==> src/rtl/uart_apb_arbiter_pkg.sv <==
// -----------------------------------------------------------------------------
// uart_arb_pkg
// Shared types and sizes for the two-requester APB arbiter that fronts the
// UART's APB slave port.
//   arb_state_e : APB sequencing states (idle / setup / access)
//   NUM_REQ     : number of requesters (CPU adapter = 0, DMA = 1)
//   UART_ADDR_W : APB byte-address width
//   UART_DATA_W : APB data width
//   req_mask()  : converts a requester index into a one-hot requester mask
// -----------------------------------------------------------------------------
package uart_arb_pkg;

  typedef enum logic [1:0] {
    ARB_IDLE,
    ARB_SETUP,
    ARB_ACCESS
  } arb_state_e;

  localparam int NUM_REQ     = 2;
  localparam int UART_ADDR_W = 12;
  localparam int UART_DATA_W = 32;

  function automatic logic [NUM_REQ-1:0] req_mask(input logic idx);
    req_mask      = '0;
    req_mask[idx] = 1'b1;
  endfunction

endpackage

==> src/rtl/uart_apb_arbiter_if.sv <==
// -----------------------------------------------------------------------------
// uart_apb_arbiter_if
// APB link between the arbiter (master) and the UART APB slave.
//   psel_o, penable_o, pwrite_o : APB controls, driven by the master
//   paddr_o, pwdata_o           : APB address / write data, driven by the master
//   prdata_i                    : APB read data, driven by the slave
//   pready_i, pslverr_i         : APB slave response
// Signal names carry the master's point of view.
// -----------------------------------------------------------------------------
interface uart_apb_arbiter_if;
  import uart_arb_pkg::*;

  logic                   psel_o;
  logic                   penable_o;
  logic                   pwrite_o;
  logic [UART_ADDR_W-1:0] paddr_o;
  logic [UART_DATA_W-1:0] pwdata_o;
  logic [UART_DATA_W-1:0] prdata_i;
  logic                   pready_i;
  logic                   pslverr_i;

  modport master (
    output psel_o, penable_o, pwrite_o, paddr_o, pwdata_o,
    input  prdata_i, pready_i, pslverr_i
  );

  modport slave (
    input  psel_o, penable_o, pwrite_o, paddr_o, pwdata_o,
    output prdata_i, pready_i, pslverr_i
  );

endinterface

==> src/rtl/uart_rr_arb.sv <==
// -----------------------------------------------------------------------------
// uart_rr_arb
// Combinational two-way round-robin grant.
//   valid_i      : per-requester request vector
//   last_grant_i : index of the requester granted most recently
//   done_mask_i  : requester currently receiving its done pulse; it is not
//                  eligible this cycle, which stops immediate re-grants
//   grant_o      : one-hot grant (all zero when nothing is eligible)
// -----------------------------------------------------------------------------
module uart_rr_arb
  import uart_arb_pkg::*;
(
  input  logic [NUM_REQ-1:0] valid_i,
  input  logic               last_grant_i,
  input  logic [NUM_REQ-1:0] done_mask_i,
  output logic [NUM_REQ-1:0] grant_o
);

  logic [NUM_REQ-1:0] eligible;

  // NOTE: every signal written here gets a default first so no latch is inferred.
  always_comb begin
    grant_o  = '0;
    eligible = valid_i & ~done_mask_i;
    if (&eligible) begin
      // Tie: the requester that did not win last time goes next.
      grant_o = last_grant_i ? 2'b01 : 2'b10;
    end else begin
      grant_o = eligible;
    end
  end

endmodule

==> src/rtl/uart_apb_arbiter.sv <==
// -----------------------------------------------------------------------------
// uart_apb_arbiter
// Shares the UART APB slave between the CPU bus adapter (requester 0) and the
// DMA engine (requester 1). One transfer at a time, round-robin on ties, APB
// SETUP/ACCESS sequencing, and a wait-state timeout.
//   pclk_i, prst_i          : clock, asynchronous active-high reset
//   req_valid_i/write_i     : per-requester request and direction (1 = write)
//   req0/1_addr_i, _wdata_i : per-requester address and write data
//   req_done_o, req_err_o   : one-cycle completion pulse and error, per requester
//   req_rdata_o             : read data of the last completed read (shared)
//   timeout_o               : one-cycle pulse when a transfer is aborted
//   apb                     : APB master port toward the UART
// TIMEOUT_CYCLES (>= 2) is the number of ACCESS cycles allowed before abort.
// -----------------------------------------------------------------------------
module uart_apb_arbiter
  import uart_arb_pkg::*;
#(
  parameter int TIMEOUT_CYCLES = 16
) (
  input  logic                   pclk_i,
  input  logic                   prst_i,
  input  logic [NUM_REQ-1:0]     req_valid_i,
  input  logic [NUM_REQ-1:0]     req_write_i,
  input  logic [UART_ADDR_W-1:0] req0_addr_i,
  input  logic [UART_ADDR_W-1:0] req1_addr_i,
  input  logic [UART_DATA_W-1:0] req0_wdata_i,
  input  logic [UART_DATA_W-1:0] req1_wdata_i,
  output logic [NUM_REQ-1:0]     req_done_o,
  output logic [NUM_REQ-1:0]     req_err_o,
  output logic [UART_DATA_W-1:0] req_rdata_o,
  output logic                   timeout_o,
  uart_apb_arbiter_if.master     apb
);

  localparam int CNT_W = $clog2(TIMEOUT_CYCLES) + 1;
  localparam logic [CNT_W-1:0] WAIT_LAST = CNT_W'(TIMEOUT_CYCLES - 1);

  arb_state_e         state;
  logic               last_grant;   // also identifies the owner of the live transfer
  logic [CNT_W-1:0]   wait_cnt;
  logic [NUM_REQ-1:0] grant;
  logic [NUM_REQ-1:0] owner_mask;

  // req_done_o is high only in the IDLE cycle that follows a completion, so it
  // doubles as the "just served" mask for arbitration.
  uart_rr_arb u_rr_arb (
    .valid_i      (req_valid_i),
    .last_grant_i (last_grant),
    .done_mask_i  (req_done_o),
    .grant_o      (grant)
  );

  assign owner_mask = req_mask(last_grant);

  // NOTE: sequential state uses non-blocking assignments only, so every flop
  // samples pre-edge values regardless of statement order.
  always_ff @(posedge pclk_i or posedge prst_i) begin
    if (prst_i) begin
      state         <= ARB_IDLE;
      last_grant    <= 1'b1;
      wait_cnt      <= '0;
      apb.psel_o    <= 1'b0;
      apb.penable_o <= 1'b0;
      apb.pwrite_o  <= 1'b0;
      apb.paddr_o   <= '0;
      apb.pwdata_o  <= '0;
      req_done_o    <= '0;
      req_err_o     <= '0;
      req_rdata_o   <= '0;
      timeout_o     <= 1'b0;
    end else begin
      // Completion outputs are single-cycle pulses.
      req_done_o <= '0;
      req_err_o  <= '0;
      timeout_o  <= 1'b0;

      case (state)
        ARB_IDLE: begin
          if (|grant) begin
            last_grant   <= grant[1];
            apb.pwrite_o <= grant[1] ? req_write_i[1] : req_write_i[0];
            apb.paddr_o  <= grant[1] ? req1_addr_i    : req0_addr_i;
            apb.pwdata_o <= grant[1] ? req1_wdata_i   : req0_wdata_i;
            apb.psel_o   <= 1'b1;
            wait_cnt     <= '0;
            state        <= ARB_SETUP;
          end
        end

        ARB_SETUP: begin
          apb.penable_o <= 1'b1;
          state         <= ARB_ACCESS;
        end

        ARB_ACCESS: begin
          if (apb.pready_i) begin
            req_done_o    <= owner_mask;
            req_err_o     <= apb.pslverr_i ? owner_mask : '0;
            if (!apb.pwrite_o) begin
              req_rdata_o <= apb.prdata_i;
            end
            apb.psel_o    <= 1'b0;
            apb.penable_o <= 1'b0;
            state         <= ARB_IDLE;
          end else if (wait_cnt == WAIT_LAST) begin
            // Abort: report an error, leave the read data untouched.
            req_done_o    <= owner_mask;
            req_err_o     <= owner_mask;
            timeout_o     <= 1'b1;
            apb.psel_o    <= 1'b0;
            apb.penable_o <= 1'b0;
            state         <= ARB_IDLE;
          end else begin
            wait_cnt <= wait_cnt + CNT_W'(1);
          end
        end

        default: begin
          apb.psel_o    <= 1'b0;
          apb.penable_o <= 1'b0;
          state         <= ARB_IDLE;
        end
      endcase
    end
  end

endmodule

==> src/flat_wrapper.sv <==
// flat-port wrapper written by rule: the top's interface ports become plain ports
module uart_apb_arbiter_flat import uart_arb_pkg::*;
#(
  parameter int TIMEOUT_CYCLES = 16
)
  (pclk_i, prst_i, req_valid_i, req_write_i, req0_addr_i, req1_addr_i, req0_wdata_i, req1_wdata_i, req_done_o, req_err_o, req_rdata_o, timeout_o, apb_psel_o, apb_penable_o, apb_pwrite_o, apb_paddr_o, apb_pwdata_o, apb_prdata_i, apb_pready_i, apb_pslverr_i);
  uart_apb_arbiter_if apb_i ();
  input  logic pclk_i;
  input  logic prst_i;
  input  logic [NUM_REQ-1:0] req_valid_i;
  input  logic [NUM_REQ-1:0] req_write_i;
  input  logic [UART_ADDR_W-1:0] req0_addr_i;
  input  logic [UART_ADDR_W-1:0] req1_addr_i;
  input  logic [UART_DATA_W-1:0] req0_wdata_i;
  input  logic [UART_DATA_W-1:0] req1_wdata_i;
  output logic [NUM_REQ-1:0] req_done_o;
  output logic [NUM_REQ-1:0] req_err_o;
  output logic [UART_DATA_W-1:0] req_rdata_o;
  output logic timeout_o;
  output wire logic [$bits(apb_i.psel_o)-1:0] apb_psel_o;
  output wire logic [$bits(apb_i.penable_o)-1:0] apb_penable_o;
  output wire logic [$bits(apb_i.pwrite_o)-1:0] apb_pwrite_o;
  output wire logic [$bits(apb_i.paddr_o)-1:0] apb_paddr_o;
  output wire logic [$bits(apb_i.pwdata_o)-1:0] apb_pwdata_o;
  input wire logic [$bits(apb_i.prdata_i)-1:0] apb_prdata_i;
  input wire logic [$bits(apb_i.pready_i)-1:0] apb_pready_i;
  input wire logic [$bits(apb_i.pslverr_i)-1:0] apb_pslverr_i;
  assign apb_psel_o = apb_i.psel_o;
  assign apb_penable_o = apb_i.penable_o;
  assign apb_pwrite_o = apb_i.pwrite_o;
  assign apb_paddr_o = apb_i.paddr_o;
  assign apb_pwdata_o = apb_i.pwdata_o;
  assign apb_i.prdata_i = apb_prdata_i;
  assign apb_i.pready_i = apb_pready_i;
  assign apb_i.pslverr_i = apb_pslverr_i;
  uart_apb_arbiter #(.TIMEOUT_CYCLES(TIMEOUT_CYCLES)) u_core (.pclk_i(pclk_i), .prst_i(prst_i), .req_valid_i(req_valid_i), .req_write_i(req_write_i), .req0_addr_i(req0_addr_i), .req1_addr_i(req1_addr_i), .req0_wdata_i(req0_wdata_i), .req1_wdata_i(req1_wdata_i), .req_done_o(req_done_o), .req_err_o(req_err_o), .req_rdata_o(req_rdata_o), .timeout_o(timeout_o), .apb(apb_i));
endmodule
==> config.mk <==
export PLATFORM = sky130hd
export DESIGN_NAME = uart_apb_arbiter_flat
export DESIGN_NICKNAME = d
export VERILOG_FILES = /design/src/rtl/uart_apb_arbiter_pkg.sv /design/src/rtl/uart_apb_arbiter_if.sv /design/src/rtl/uart_rr_arb.sv /design/src/rtl/uart_apb_arbiter.sv /design/src/flat_wrapper.sv
export SDC_FILE = /design/constraint.sdc
export NUM_CORES = 1
export LEC_CHECK = 0
export CORE_MARGIN = 3
export CORE_UTILIZATION = 40
export CTS_BUF_LIST = sky130_fd_sc_hd__clkbuf_4
export DETAILED_ROUTE_END_ITERATION = 12
export PLACE_DENSITY = 0.82
export SLEW_MARGIN = 40
export SYNTH_ARGS = -nofsm -noshare
export SYNTH_HDL_FRONTEND = slang
export SYNTH_SLANG_ARGS = --single-unit
==> constraint.sdc <==
create_clock -name pclk_i -period 4.54 [get_ports pclk_i]
set_input_delay 1.135 -clock pclk_i [delete_from_list [all_inputs] [get_ports pclk_i]]
set_output_delay 1.135 -clock pclk_i [all_outputs]
set_load 0.02 [all_outputs]
Yosys cells after proc, flatten, opt, wreduce, memory -nomap -nowiden --
Cells that the tools add are included.
Operators by class: equal/unequal tests 7, add/sub/neg operators 1, reduce and logical (&&, ||, !) cells 11, magnitude comparators 2, bitwise gates (word level) 5, multiplexer cells 29
Operators with widths (count):
- 32-bit two-way mux | 1
- 2-bit two-way mux | 11
- 5-bit two-way mux | 3
- 12-bit two-way mux | 1
- 5-bit one-hot mux with 2 select lines | 1
- 1-bit two-way mux | 8
- 2-bit AND reduction | 4
- 1-bit one-hot mux with 3 select lines | 2
- 2-bit one-hot mux with 3 select lines | 1
- 3-bit AND reduction | 2
- 5-bit by 1-bit adder with 5-bit output, second input constant | 1
- 5-bit by 4-bit equality test with 1-bit output, second input constant | 1
- 2-bit inequality test, second input constant | 2
- 4-bit AND reduction | 1
- 3-bit by 2-bit inequality test with 1-bit output, second input constant | 1
- 1-bit inverter | 3
- 2-bit bitwise AND | 1
- 2-bit by 1-bit equality test with 1-bit output, second input constant | 1
- 2-bit equality test, second input constant | 1
- 2-bit logical NOT | 1
- 1-bit by 2-bit less-than comparator with 1-bit output, second input constant | 1
- 2-bit by 1-bit inequality test with 1-bit output, second input constant | 1
- 2-bit inverter | 1
- 2-bit nonzero test | 1
- 4 further kinds | 4
Storage, ports and cells: output and inout bits 84, register bits 92, logic and storage cells 67

Logic depth before layout (Yosys ltp) --
Gate-level depths: netlist of the first run.
depth after elaboration 7, depth in mapped cells 7

Hierarchy --
Synthesis of the first run repeated with hierarchy kept, for this count alone.
Second synthesis, totals: cells, all modules 330, area, all modules 4038.9 um^2
By module, submodules not included:
- uart_apb_arbiter | cells each 326, instances 1, area an instance 4006.3 um^2, seq. area each 2303.5 um^2
- uart_rr_arb | cells each 4, instances 1, area an instance 32.5 um^2, seq. area each 0.0 um^2

Worst setup path before layout of the first run --
OpenSTA, ideal clock, no wires.
path type input to register, start point in req_valid_i[1], end point reg u_core.apb.paddr_o[10], stages 6, setup slack 2.426 ns, required time 4.414 ns, setup time 0.126 ns, data arrival time 1.989 ns, path through nand2b_4 > a211o_1 > inv_2 > buf_4 > buf_2 > a21oi_1
On the way: word-level cells in the longest chain between the ends 5
Ends and longest elaborated chain:
- start: declaration | RTL line flat_wrapper.sv:10 | input logic [NUM_REQ-1:0] req_valid_i;
- 2-bit bitwise AND * | RTL line uart_rr_arb.sv:24 | eligible = valid_i & ~done_mask_i;
- 2-bit AND reduction | RTL line uart_rr_arb.sv:25 | if (&eligible) begin
- 2-bit two-way mux * | RTL line uart_rr_arb.sv:25
- 2-bit OR reduction | RTL line uart_apb_arbiter.sv:79 | if (|grant) begin
- 2-bit AND reduction (no line)
- end signal: assignment | RTL line uart_apb_arbiter.sv:82 | apb.paddr_o <= grant[1] ? req1_addr_i : req0_addr_i;
- end: declaration | RTL line uart_apb_arbiter_if.sv:23 | output psel_o, penable_o, pwrite_o, paddr_o, pwdata_o,
Every way passes the cells marked *; elsewhere a longest branch is shown, timed or not. A chain may end at the register's enable or synchronous reset.

Worst setup path after layout of the first run --
start point in req_valid_i[1], end point reg u_core.apb.paddr_o[4]
The elaborated chain is that of the path after synthesis.

==> results of run 1 <==
-- registers in the layout (all words and copies together) (netlist names) --
register and cells:
u_core.apb.penable_o 1, u_core.req_rdata_o 32, u_core.last_grant 1, u_core.req_err_o 2, u_core.apb.pwrite_o 1, u_core.apb.psel_o 1
u_core.apb.paddr_o 12, u_core.apb.pwdata_o 32, u_core.wait_cnt 5, u_core.state 2, u_core.req_done_o 2, u_core.timeout_o 1
-- worst max-delay path by stage --
stage                                   endpoint  slack (ns)  depth (start not counted)
final                      u_core.apb.paddr_o[4]        1.68                          7
after CTS                  u_core.apb.paddr_o[4]        1.70                          7
after global routing       u_core.apb.paddr_o[4]        1.49                          7
after global placement    u_core.apb.pwdata_o[7]        1.35                          7
after floorplan            u_core.apb.paddr_o[0]        1.01                          1
after detailed placement   u_core.apb.paddr_o[8]        1.26                          7
-- cell type report --
type                       count  share of cell area [%]
sequential                    92                    36.3
timing repair buffer         217                    34.2
multi-input combinational    211                    23.6
tap                          129                    2.55
clock inverter                 7                    1.93
clock buffer                   9                    1.07
inverter                       5                   0.316
-- where the power goes --
group,total [mW],switching [mW],internal (mW)
Sequential,1.41,0.217,1.19
Combinational,2.06,1.04,1.02
Clock,0.561,0.277,0.284
Total,4.03,1.54,2.49
-- cell usage after synthesis --
library cell,instances
a31oi_1,1
nand2b_4,1
o31ai_1,1
nor3b_4,1
mux2_2,32
nor2_1,52
inv_1,4
nor2b_1,1
a21oi_1,47
nand2b_1,1
and3_1,1
mux2i_1,46
ha_1,2
nand2_1,9
a211o_1,1
nand3_1,4
nor3b_1,1
o21ai_0,3
dfstp_2,1
nor4b_2,1
nand2_2,1
dfrtp_1,91
inv_2,1
nand4_1,1
buf_2,7
nor3_1,2
buf_4,3
xor2_1,2
buf_6,8
-- metal layers --
layer	track usage (%)	vias up	wire length [um]
li1	-	1548	-
met1	22.3	1513	4030
met2	33.2	155	5230
met3	6.80	12	923
met4	4.12	0	93
met5	0	-	0
-- cells by family (layout without fill, tap and decap cells) --
kind of cell	after synthesis	in the layout	synth area share, %
DFF	92	92	58.3
and+or+nand+nor	76	76	8.74
buffers and inverters	23	238	4.21
xor gates and xnor gates	2	2	0.443
muxes	78	78	20.8
adders and majority gates	2	2	0.633
AOI/OAI and AO/OA	53	53	6.90
==> metrics, run 1 <==
status=complete, no violations; drt first pass iters=4; Reg clk slew, reported paths=roughly 0.14 ns; Antenna Nets Post-Route=0; placed insts=654; largest fanout on the critical path=48; Vias=~3,200; final hold vios=0; Worst EP required=4.87 ns; Slew @ Worst Pin=0.751 ns; Hold-fix buffers, CTS=0; clock root buffer=clkbuf_4; nets@finish=666; Hold Path End=u_core.req_rdata_o[24]; Post-DP Area=between 6000 and 7000 um^2; Die Ht=~110 um; Max-Cap Viols=0; I/O Pins=about 210; largest net degree at the start of global routing=between 40 and 50; ranking of synthesized cells by area=dfrtp_1 58%, mux2i_1 12%, mux2_2 9.1%, a21oi_1 6.0%, nor2_1 4.9%; CP endpoint kind=flip-flop; global placement routability congestion=0.734; reg2reg setup slack=about 2.4 ns; Crit path buffers/inverters=3; Synth Warn #=0; fmax=350 MHz; hold_sp=u_core.req_rdata_o[24]; register bit total from synthesis=92; register area share after synthesis=between 50% and 60%; # resized after CTS=0; Final Power=4.03 mW; Avg Cell Area, Syn=~12 um^2; diode count=0; DR DRC count=0; die area=11,100 um^2; Worst setup SP type=input port; leakage power=between 2 and 3 nW; reg2reg start=u_core.wait_cnt[0]; DR iter-0 viols=55; Post-Layout Cell Count=between 600 and 700; final hold slack=around 0.52 ns; setup TNS=0 ns; slew margin rel.=approximately half; core area=between 9000 and 10,000 um^2; RR Endpoint=u_core.wait_cnt[3]; Synth top area share=about 58%; initial antenna violation count=0; via-per-instance ratio=just under 5; Area Growth Syn to Fin=60.5%; routed len/inst=between 15 and 20 um; Sink Count=92; Critical path origin=req_valid_i[1]; CTS Buf Count=9; RSZ-0062 raised after global routing=no; total wire length=10.3 mm; Yosys cell types=29; reg2reg path depth=7; Final WS setup=1.68 ns; most frequent cells in the layout=211 x clkdlybuf4s50_1, 91 x dfrtp_1, 52 x nor2_1; Sequential cell area=2300 um^2; fin crit share=between 60% and 70%; Power Dens Cells=636 nW/um^2; CP top delay family=buffers and inverters; arrival time worst endpoint=3.19 ns; CP max stage cell=inv_2; Port Buffer Count=about 210; Worst Skew=0.0184 ns; gr usage total=18.9%; DP Worst Slack=1.26 ns; # H-tree levels=3; Fill cells=around 760; crit-path cells=clkdlybuf4s50_1, nand2b_4, a211o_1, inv_2, buf_12, nor2_1, a21oi_1; number of global-route vias before repair=3,405; share of layout cells above drive strength 1=a little under an eighth; min Tclk post-route=2.86 ns; Crit path largest cell delay=0.58 ns; final setup violation count=0; die width=about 110 um; Setup CP Type=in -> reg; Final Instance Area=6340 um^2; Hold Crit Class=reg -> reg; final-report max-slew violation count=0; Max clock buf depth=2; cell depth of the worst hold path=1; Post-CTS Setup Inserts=0; first-pass GRT wire length=17.0 mm; most common cell after layout, fill and taps aside=clkdlybuf4s50_1; worst-skew pair later-pin latency=0.41 ns; area of the multi-input gates=roughly 1500 um^2; initial core utilization=42.0%; hpwl dp=8.17 mm; Syn Nets=456; CTS tree=yes; gr ovfl total=0; Gate Count Post-Synth=326; Std-Cell Rows=35; maximum vdd ir drop=~0.27 mV; Yosys top cell by area=dfrtp_1; mapped cell area=3950 um^2; final core utilization=between 60% and 70%
No activity file was read; power rests on OpenSTA's default activity.
==> inputs of run 2 (changes only) <==
- clock period: 4.54 -> 2.9 ns (I/O delays scaled with it)
==> metrics, run 2 (synthesis results as in run 1) <==
worst-skew pair later-pin latency=0.42 ns (about the same); CP top delay family=buffers and inverters; maximum vdd ir drop=0.431 mV (+60%); Combinational Power Share=52.7% (+1.5 points); DR DRC count=0 (unchanged); CP endpoint kind=output pin; reg2reg setup slack=0.79 ns (-1.62 ns); first-pass GRT wire length=16.7 mm (-1.5%); leakage power=2.64 nW (-0.95%); die width=105 um (unchanged); reg2reg path depth=7 (unchanged); Die Ht=105 um (unchanged); status=complete, no violations; final setup violation count=0 (unchanged); CTS tree=yes; # H-tree levels=3 (unchanged); Crit path largest cell delay=0.64 ns (+0.06 ns); via-per-instance ratio=4.83 (+0.30%); Crit path buffers/inverters=1 (-2); arrival time worst endpoint=1.50 ns (-1.69 ns); core area=9420 um^2 (unchanged); Max clock buf depth=2 (unchanged); register share of total power=35.9% (+1.0 points); final core utilization=67.0% (-0.33 points); routed len/inst=15.2 um (-0.77%); most common cell after layout, fill and taps aside=clkdlybuf4s50_1; cell depth of the worst hold path=1 (unchanged); global placement routability congestion=0.776 (+5.7%); nets@finish=665 (-0.15%); final hold vios=0 (unchanged); fmax=449 MHz; drt first pass iters=4 (unchanged); crit-path cells=clkdlybuf4s50_1; die area=11,100 um^2 (unchanged); final-report max-slew violation count=0 (unchanged); Worst EP required=2.17 ns (-2.70 ns); clock group share of total power=11.4% (-2.5 points); Largest regs=u_core.apb.pwdata_o: 32 flops, u_core.req_rdata_o: 32 flops, u_core.apb.paddr_o: 12 flops; # resized after CTS=0 (unchanged); initial core utilization=42.0% (unchanged); largest net degree at the start of global routing=93 (+90%); Power Dens Cells=976 nW/um^2 (+53%); gr ovfl total=0 (unchanged); initial antenna violation count=0 (unchanged); Hold Crit Class=reg -> reg; Post-CTS Setup Inserts=0 (unchanged); internal power=3.75 mW (+50%); Area Growth Syn to Fin=59.7%; CP max stage cell=clkdlybuf4s50_1; setup TNS=0 ns (unchanged); fin crit share=76.8%; DR iter-0 viols=79 (+44%); Hold-fix buffers, CTS=0 (unchanged); hpwl dp=7.78 mm (-4.7%); share of layout cells above drive strength 1=11.1% (-0.16 points); Reg clk slew, reported paths=0.15 ns (about the same); Max-Cap Viols=0 (unchanged); RSZ-0062 raised after global routing=no; Post-Layout Cell Count=669 (-0.15%); clock root buffer=clkbuf_4; Slew @ Worst Pin=0.545 ns (-0.205 ns); critical path depth=1 (-6); Worst Skew=0.0312 ns (+0.0128 ns); Port Buffer Count=211 (unchanged); Sink Count=92 (unchanged); diode count=0 (unchanged); min Tclk post-route=2.23 ns; Final Power=6.16 mW (+53%); largest fanout on the critical path=3 (-94%); net switching power=2.41 mW (+57%); Antenna Nets Post-Route=0 (unchanged); CTS Buf Count=9 (unchanged); total wire length=10.2 mm (-0.91%); most frequent cells in the layout=211 x clkdlybuf4s50_1, 91 x dfrtp_1, 52 x nor2_1; placed insts=653 (-0.15%); I/O Pins=212 (unchanged); switching share of power=39.2% (+1.0 points); number of global-route vias before repair=3,371 (-1.0%); slew margin rel.=63.5% (+14 points); Worst setup SP type=flip-flop; Std-Cell Rows=35 (unchanged); gr usage total=18.8% (-0.16 points); Vias=3,233 (+0.15%); Setup CP Type=reg -> out
## run 2: cell types whose count changed in the layout (fill, tap and decap cells not counted)
| cell | delta |
|---|---|
| bufinv_16 | -2 |
| buf_4 | -3 |
| clkinvlp_4 | +2 |
| clkbuf_4 | +1 |
| buf_12 | +2 |
| inv_8 | -1 |
## run 2: worst paths after layout
path                                     endpoint                    from
max                                  apb_pwrite_o     u_core.apb.pwrite_o
min                        u_core.req_rdata_o[15]  u_core.req_rdata_o[15]
max reg2reg                    u_core.wait_cnt[3]      u_core.wait_cnt[0]
min reg2reg                u_core.req_rdata_o[15]  u_core.req_rdata_o[15]
max in group asynchronous       u_core.last_grant                  prst_i
min in group asynchronous   u_core.req_rdata_o[9]                  prst_i
## run 2: cell type report
class                      count  area, um^2
clock buffer                  10        75.1
clock inverter                 6        63.8
fill                         737        3110
inverter                       5        22.5
multi-input combinational    211        1500
sequential                    92        2300
tap                          129         161
timing repair buffer         216        2190
## run 2: metrics by stage
| step | hold WS (ns) | setup WS, ns | cell area, um^2 |
|---|---|---|---|
| after floorplan | 0.462 | 1.09 | 3960 |
| after global placement | 0.487 | 0.488 | 6170 |
| after detailed placement | 0.489 | 0.392 | 6170 |
| after CTS | 0.524 | 0.636 | 6310 |
| after global routing | 0.547 | 0.585 | 6310 |
| final | 0.523 | 0.672 | 6310 |
## run 2: worst reg2reg max path, cell delays in order, from the launching register on
cell and delay (ns):
dfrtp_1 0.43, ha_1 0.22, and3_1 0.18, ha_1 0.22, nor4b_2 0.53, nand4_1 0.18, xor2_1 0.18, nor2_1 0.06
## run 2: power groups by stage
| stage | Sequential, mW | Clock (mW) | Combinational (mW) |
|---|---|---|---|
| finish | 2.21 | 0.704 | 3.24 |
| floorplan | 2.87 | 0 | 1.09 |
| CTS | 2.22 | 0.726 | 3.28 |
| detailed placement | 2.24 | 0 | 3.28 |
| global placement | 2.21 | 0 | 3.21 |
| global route | 2.29 | 0.790 | 3.47 |
## run 2: metal layers
layer,part of all wire (%),global-route usage [%],wire (um),vias up
li1,-,-,-,1553
met4,1.6,5.72,167,0
met3,8.5,6.25,868,17
met5,0,0,0,-
met1,41,22.1,4140,1510
met2,49,32.4,5010,153
==> inputs of run 3 (changes only) <==
- clock period: 2.9 -> 2.3 ns (I/O delays scaled with it)
==> metrics, run 3 (synthesis results as in run 1) <==
status=complete, no violations; via-per-instance ratio=4.76 (-1.5%); Area Growth Syn to Fin=62.5%; final-report max-slew violation count=0 (unchanged); Power Dens Cells=1220 nW/um^2 (+25%); clock root buffer=clkbuf_4; Std-Cell Rows=35 (unchanged); Setup CP Type=reg -> out; reg2reg start=u_core.wait_cnt[0]; Crit path largest cell delay=0.63 ns (about the same); gr usage total=19.3% (+0.52 points); nets@finish=675 (+1.5%); final hold slack=0.520 ns (-0.00375 ns); worst-skew pair later-pin latency=0.40 ns (-0.02 ns); initial core utilization=42.0% (unchanged); Final WS setup=0.253 ns (-0.419 ns); initial antenna violation count=0 (unchanged); # H-tree levels=3 (unchanged); drt first pass iters=4 (unchanged); fin crit share=89.0%; share of layout cells above drive strength 1=12.7% (+1.6 points); Max clock buf depth=2 (unchanged); RSZ-0062 raised after global routing=no; Crit path buffers/inverters=1 (unchanged); crit-path cells=clkdlybuf4s50_1; Reg clk slew, reported paths=0.14 ns (about the same); die area=11,100 um^2 (unchanged); clock group share of total power=11.1% (-0.3 points); register share of total power=35.4% (-0.5 points); Antenna Nets Post-Route=0 (unchanged); Die Ht=105 um (unchanged); number of global-route vias before repair=3,416 (+1.3%); Hold Crit Class=reg -> reg; first-pass GRT wire length=17.2 mm (+3.0%); largest fanout on the critical path=3 (unchanged); most frequent cells in the layout=211 x clkdlybuf4s50_1, 91 x dfrtp_1, 52 x nor2_1; leakage power=2.70 nW (+2.3%); Port Buffer Count=211 (unchanged); core area=9420 um^2 (unchanged); reg2reg path depth=7 (unchanged); fmax=488 MHz; slew margin rel.=75.1% (+12 points); maximum vdd ir drop=0.613 mV (+42%); Largest regs=u_core.apb.pwdata_o: 32 flops, u_core.req_rdata_o: 32 flops, u_core.apb.paddr_o: 12 flops; I/O Pins=212 (unchanged); CTS tree=yes; most common cell after layout, fill and taps aside=clkdlybuf4s50_1; DP Worst Slack=0.115 ns (-0.277 ns); routed len/inst=15.2 um (about the same); Combinational Power Share=53.4% (+0.7 points); hold_sp=u_core.last_grant; Max-Cap Viols=0 (unchanged); switching share of power=38.7% (-0.50 points); setup TNS=0 ns (unchanged); cell depth of the worst hold path=2 (+1); Hold Path End=u_core.last_grant; CP endpoint kind=output pin; Worst Skew=0.00853 ns (-0.0227 ns); CP top delay family=buffers and inverters; # resized after CTS=0 (unchanged); CP max stage cell=clkdlybuf4s50_1; diode count=0 (unchanged); hpwl dp=8.21 mm (+5.5%); reg2reg setup slack=0.41 ns (-0.38 ns); Worst setup SP type=flip-flop; DR DRC count=0 (unchanged); arrival time worst endpoint=1.47 ns (-0.03 ns); DR iter-0 viols=81 (+2.5%); total wire length=10.3 mm (+1.5%); min Tclk post-route=2.05 ns; final hold vios=0 (unchanged); Vias=3,233 (unchanged); internal power=4.81 mW (+28%); Hold-fix buffers, CTS=0 (unchanged); net switching power=3.03 mW (+26%); Worst EP required=1.73 ns (-0.44 ns); gr ovfl total=0 (unchanged); global placement routability congestion=0.778 (+0.21%); die width=105 um (unchanged); RR Endpoint=u_core.wait_cnt[3]; Post-CTS Setup Inserts=0 (unchanged); CTS Buf Count=9 (unchanged); Sink Count=92 (unchanged); Slew @ Worst Pin=0.374 ns (-0.172 ns); final setup violation count=0 (unchanged); largest net degree at the start of global routing=61 (-34%)
[run 3: changes by cell type in the layout (fill, tap and decap cells not counted)]
cell,previous run,this run
buf_4,2,9
buf_12,3,6
[run 3: metrics by stage]
stage	total power [mW]	util (%)	instances	instance area (um^2)
6_report	7.84	68.2	679	6420
5_1_grt	8.39	68.2	679	6420
4_1_cts	7.95	68.2	679	6420
3_5_place_dp	7.06	66.7	663	6280
3_3_place_gp	6.93	66.7	663	6280
2_1_floorplan	4.99	-	326	3960
[run 3: per-layer routing]
metal	vias up	global-route usage, %	share of wire [%]
met5	-	0	0
li1	1570	-	-
met3	10	7.23	10
met4	0	5.34	0.99
met1	1502	22.6	38
met2	151	33.2	51
[run 3: area by class of cell]
| cell class | count | area (um^2) |
|---|---|---|
| Sequential cell | 92 | 2300 |
| Timing Repair Buffer | 226 | 2300 |
| Tap cell | 129 | 161 |
| Inverter | 5 | 22.5 |
| Fill cell | 722 | 2990 |
| Clock inverter | 6 | 63.8 |
| Multi-Input combinational cell | 211 | 1500 |
| Clock buffer | 10 | 75.1 |
[run 3: power groups by stage]
| stage | Clock (mW) | Sequential [mW] | Combinational, mW |
|---|---|---|---|
| 2_1_floorplan | 0 | 3.62 | 1.37 |
| 3_3_place_gp | 0 | 2.78 | 4.15 |
| 3_5_place_dp | 0 | 2.83 | 4.23 |
| 4_1_cts | 0.918 | 2.79 | 4.25 |
| 5_1_grt | 0.985 | 2.89 | 4.51 |
| 6_report | 0.873 | 2.78 | 4.19 |
[run 3: worst max-delay path by stage]
stage | from | end | cells past startpoint | slack, ns
floorplan | u_core.wait_cnt[0] | u_core.wait_cnt[3] | 7 | 0.49
global placement | req_valid_i[1] | u_core.apb.pwdata_o[27] | 7 | 0.18
detailed placement | req_valid_i[0] | u_core.apb.pwdata_o[14] | 7 | 0.12
CTS | u_core.apb.pwrite_o | apb_pwrite_o | 1 | 0.20
global route | u_core.apb.pwrite_o | apb_pwrite_o | 1 | 0.16
finish | u_core.apb.pwrite_o | apb_pwrite_o | 1 | 0.25
